$ cat config.mk
export PLATFORM = sky130hd
export DESIGN_NAME = key_sched_ctrl
export DESIGN_NICKNAME = d
export VERILOG_FILES = /design/src/rtl/key_sched_ctrl.sv
export SDC_FILE = /design/constraint.sdc
export NUM_CORES = 2
export LEC_CHECK = 0
export ABC_AREA = 1
export CORE_AREA = 2 2 387 389
export DETAILED_ROUTE_END_ITERATION = 8
export DIE_AREA = 0 0 389 391
export GPL_TIMING_DRIVEN = 0
export HOLD_SLACK_MARGIN = 0.1
export PLACE_DENSITY = 0.66
export SETUP_SLACK_MARGIN = 0.15
export SYNTH_ARGS = -nofsm -noshare
export SYNTH_HDL_FRONTEND = slang
export SYNTH_SLANG_ARGS = --single-unit
$ cat constraint.sdc
create_clock -name clock -period 22.2 [get_ports clock]
set_clock_uncertainty 0.05 [all_clocks]
set_input_delay 4.44 -clock clock [delete_from_list [all_inputs] [get_ports clock]]
set_output_delay 4.44 -clock clock [all_outputs]
set_load 0.005 [all_outputs]
$ cat src/rtl/key_sched_ctrl.sv
// AES-128 key-schedule sequencer: drives one external expansion step per round,
// buffers the NR+1 round keys and serves them on a registered read port.
module key_sched_ctrl #(
   parameter int NR      = 10,
   parameter int TIMEOUT = 15
) (
   input  logic         clock,
   input  logic         reset,
   input  logic [127:0] key_in,
   input  logic         key_valid,
   output logic         key_ready,
   output logic         dp_start,
   output logic [127:0] dp_key,
   output logic [7:0]   dp_rcon,
   input  logic         dp_done,
   input  logic [127:0] dp_rkey,
   input  logic [3:0]   rk_rd_addr,
   output logic [127:0] rk_rd_data,
   output logic         keys_valid,
   output logic         err
);

   localparam int                DATA_W  = 128;
   localparam int                CNT_W   = $clog2(TIMEOUT + 1);
   localparam logic [3:0]        NR_IDX  = 4'(NR);
   localparam logic [CNT_W-1:0]  TO_LAST = CNT_W'(TIMEOUT - 1);

   typedef enum logic [1:0] {
      S_IDLE,
      S_ISSUE,
      S_WAIT,
      S_DONE
   } state_t;

   state_t              state;
   state_t              state_nxt;
   logic [DATA_W-1:0]   cur;
   logic [7:0]          rcon;
   logic [3:0]          round;
   logic [CNT_W-1:0]    wcnt;
   logic [DATA_W-1:0]   rk [0:NR];

   logic                accept;
   logic                capture;
   logic                timeout;

   // Next Rcon is xtime() of the current one in GF(2^8).
   function automatic logic [7:0] rcon_next(input logic [7:0] r);
      return {r[6:0], 1'b0} ^ (r[7] ? 8'h1B : 8'h00);
   endfunction

   assign key_ready  = (state == S_IDLE) || (state == S_DONE);
   assign keys_valid = (state == S_DONE);
   assign dp_start   = (state == S_ISSUE);
   assign dp_key     = cur;
   assign dp_rcon    = rcon;

   assign accept  = key_valid && key_ready;
   assign capture = (state == S_WAIT) && dp_done;
   // A result arriving on the last allowed cycle takes precedence over the timeout.
   assign timeout = (state == S_WAIT) && !dp_done && (wcnt == TO_LAST);

   always_comb begin
      state_nxt = state;
      case (state)
         S_IDLE, S_DONE: begin
            if (accept) state_nxt = S_ISSUE;
         end
         S_ISSUE: begin
            state_nxt = S_WAIT;
         end
         S_WAIT: begin
            if (capture)      state_nxt = (round == NR_IDX) ? S_DONE : S_ISSUE;
            else if (timeout) state_nxt = S_IDLE;
         end
         default: begin
            state_nxt = S_IDLE;
         end
      endcase
   end

   always_ff @(posedge clock or posedge reset) begin
      if (reset) begin
         state      <= S_IDLE;
         cur        <= '0;
         rcon       <= 8'h01;
         round      <= 4'd0;
         wcnt       <= '0;
         err        <= 1'b0;
         rk_rd_data <= '0;
      end else begin
         state <= state_nxt;
         if (accept) begin
            cur   <= key_in;
            rcon  <= 8'h01;
            round <= 4'd1;
            err   <= 1'b0;
         end
         if (state == S_ISSUE) wcnt <= '0;
         if (capture) begin
            cur <= dp_rkey;
            if (round != NR_IDX) begin
               round <= round + 4'd1;
               rcon  <= rcon_next(rcon);
            end
         end else if (state == S_WAIT) begin
            if (timeout) err  <= 1'b1;
            else         wcnt <= wcnt + 1'b1;
         end
         rk_rd_data <= (keys_valid && (rk_rd_addr <= NR_IDX)) ? rk[rk_rd_addr] : '0;
      end
   end

   // Round-key storage is deliberately not reset; keys_valid gates every read.
   always_ff @(posedge clock) begin
      if (accept)  rk[0]     <= key_in;
      if (capture) rk[round] <= dp_rkey;
   end

endmodule

==> results.md <==
- Starting Density: 0.445
- DRT Pass-1 Iters: 7
- Routed WL: 205000 um
- RSZ-0062 raised after global routing: false
- Area Overhead vs Synth: 22.6%
- Period utilization: 0.370
- Global route overflow: 0
- IO Port Bufs: 529
- Critical R2R Capture: rk[7][83]
- Clk buf depth: 3
- Max-slew headroom: 0.0294
- Post-CTS Setup Bufs: 0
- Die Wd: 389 um
- Pwr dens: 104 nW/um^2
- Mean Syn Cell Area: 11.9 sq um
- # setup viols final: 0
- Post-synthesis cell area: 66100 sq um
- Type of the most critical hold path: reg2reg
- Crit path launch type: primary input
- Total chip power: 8430 uW
- FF-to-FF Start: state[0]
- Worst R2R Path Depth: 10
- First-pass GRT wire length: 296000 um
- Worst hold endpoint: err
- Vias/cell: 5.53
- VDD IR max: 83.3 uV
- WP data required: 22650 ps
- WP data arrival: 8660 ps
- Syn Nets: 5805
- Top_reg_cell synth: edfxtp_1
- GPL Wtd Cong: 0.863
- HPWL after DPL: 142000 um
- Final core occ: 0.545
- Max-Cap Viols: 0
- Post-synth EDFFs: 1408
- Cell Rows: 142
- Largest fanout on the critical path: 23
- Fin. max-slew vios: 0
- Status: completed
- Cells after synthesis: 5534
- Core footprint: 149000 sq um
- Top cell type's share of synthesized area: 0.640
- R2r setup slk: 17450 ps
- Worst Hold Launch: err
- H-tree levels: 4
- Leading area contributor after synthesis: edfxtp_1
- Clk_lat worst skew: 830 ps
- Clk slew on worst S/H paths: 60 ps
- Crit path kind: in2reg
- CP dominant cell by count: buf_12
- Vias in the first global route: 45405
- Placed cell count: 8085
- Cts hold-fix bufs: 0
- Top cells by area, synth: edfxtp_1 (64%), dfrtp_1 (10%), nand2_1 (10%), nand3_1 (7.2%), buf_2 (1.3%)
- Yosys warns: 0
- Largest net degree at the start of global routing: 114
- Initial drt markers: 5315
- Area of the die: 152000 sq um
- PostCTS Resize Cnt: 0
- Layout fillers: 12334
- Min Clock Period, post-route: 8210 ps
- CTS Buf Count: 174
- Fin nets: 6588
- Design area: 81000 sq um
- Clock root buffer: clkbuf_16
- Worst Setup Slack, final: 13990 ps
- Commonest cells post-synth: nand2_1 (1814), edfxtp_1 (1408), nand3_1 (953), dfrtp_1 (274), nor2_1 (225)
- Sequential area share after synthesis: 0.744
- Hold path depth: 2
- Buf+Inv Stages, Crit Path: 6
- CP top delay family: buffers and inverters
- Fin cells: 8414
- Final Hold Viols: 0
- WL per Instance: 24.3 um
- Worst-path cell chain: clkdlybuf4s50_1 -> nand2_1 -> clkinv_1 -> clkbuf_1 -> nand3_1 -> nor2_4 -> buf_12 -> buf_12 -> buf_12
- Initial antenna violation count: 10
- Unique masters post-synth: 30
- Total track usage: 0.266
- Least-Margin Pin Slew: 1460 ps
- Worst Setup End Kind: register
- Share of cells above drive strength 1: 0.0851
- Pleak: 0.0303 uW
- Die Y: 391 um
- Register bit count reported by yosys: 1683
- CTS Sinks: 1683
- Drt drc: 0
- Ys async rst share: 0.163
- Vias: 46511
- Max Clk Rate: 122 MHz
- Most common cell in the netlist: nand2_1
- Worst path max stage delay: 940 ps
- CP max-delay cell: clkbuf_1
- Pre-CTS WS: 13290 ps
- CTS tree: done
- ANT nets after route: 0
- Area after DPL: 75200 sq um
- Ports: 532
==> report_power, final <==
part           switching [uW]  internal, uW  total (uW)
Sequential                110          3840        3950
Clock                    1280          1660        2940
Combinational             985           556        1540
Total                    2370          6060        8430
==> how the worst max path moves through the flow <==
stage | start | end | slack [ps] | depth (start not counted)
after floorplan | dp_done | rk[0][0] | 7090 | 4
after global placement | dp_done | rk[0][85] | -2520 | 5
after detailed placement | dp_done | rk[7][83] | 13290 | 9
after CTS | dp_done | rk[7][85] | 14140 | 9
after global routing | dp_done | rk[7][82] | 13960 | 9
final | dp_done | rk[7][83] | 13990 | 9
==> state kept, by name, summed over array words and instances (netlist names) <==
register / count
rk: 1408
dp_key: 128
rk_rd_data: 128
dp_rcon: 8
round: 4
wcnt: 4
state: 2
err: 1
==> layout make-up <==
| class | instances | area, sq um | area share |
|---|---|---|---|
| Clock inverter | 109 | 1100 | 0.0135 |
| Multi-Input combinational cell | 3416 | 15100 | 0.186 |
| Inverter | 81 | 312 | 0.00385 |
| Tap cell | 1944 | 2430 | 0.0300 |
| Buffer | 354 | 1620 | 0.0200 |
| Clock buffer | 214 | 4630 | 0.0571 |
| Sequential cell | 1683 | 49200 | 0.607 |
| Antenna cell | 6 | 15.0 | 0.000185 |
| Timing Repair Buffer | 607 | 6650 | 0.0821 |
==> kinds of logic (layout without fill, tap and decap cells) <==
kind of cell | count (synthesis) | count (layout) | share of synthesized area
buf+inv | 435 | 1365 | 0.0290
other cells | 0 | 6 | 0
compound gates | 406 | 406 | 0.0364
fa+ha+maj | 7 | 7 | 0.00133
xor+xnor | 6 | 6 | 0.000795
flops | 1683 | 1683 | 0.744
simple gates | 2997 | 2997 | 0.188
==> metal layers <==
layer / up-vias / share of wire / global-route usage
met1: 22927 / 0.39 / 0.344
li1: 21046 / - / -
met5: - / 0.000064 / 0
met3: 377 / 0.083 / 0.0533
met2: 2159 / 0.48 / 0.437
met4: 2 / 0.043 / 0.116
==> tightest hold or removal path: stages (launching register included) <==
cell     delay [ps]
dfrtp_1         350
nand2_1          60
nand2_1          60
==> through the flow <==
| stage | hold WS, ps | setup TNS, ps |
|---|---|---|
| floorplan | 424 | 0 |
| global placement | 426 | -475450 |
| detailed placement | 431 | 0 |
| CTS | 452 | 0 |
| global route | 500 | 0 |
| finish | 450 | 0 |
==> placed cells by master, fill, tap and decap left out, drive strengths merged, types with 2 or more instances in the layout <==
master / synthesis / routed
a211oi: 79 / 79
a21oi: 133 / 133
a31oi: 128 / 128
buf: 213 / 291
bufinv: 0 / 14
clkbuf: 141 / 355
clkdlybuf4s50: 0 / 529
clkinv: 1 / 76
clkinvlp: 0 / 6
dfrtp: 274 / 274
diode: 0 / 6
edfxtp: 1408 / 1408
ha: 7 / 7
inv: 80 / 94
nand2: 1815 / 1815
nand3: 953 / 953
nor2: 225 / 225
nor3: 2 / 2
o21ai: 57 / 57
o22ai: 6 / 6
xnor2: 5 / 5
Power figures use the tool's default switching activity.
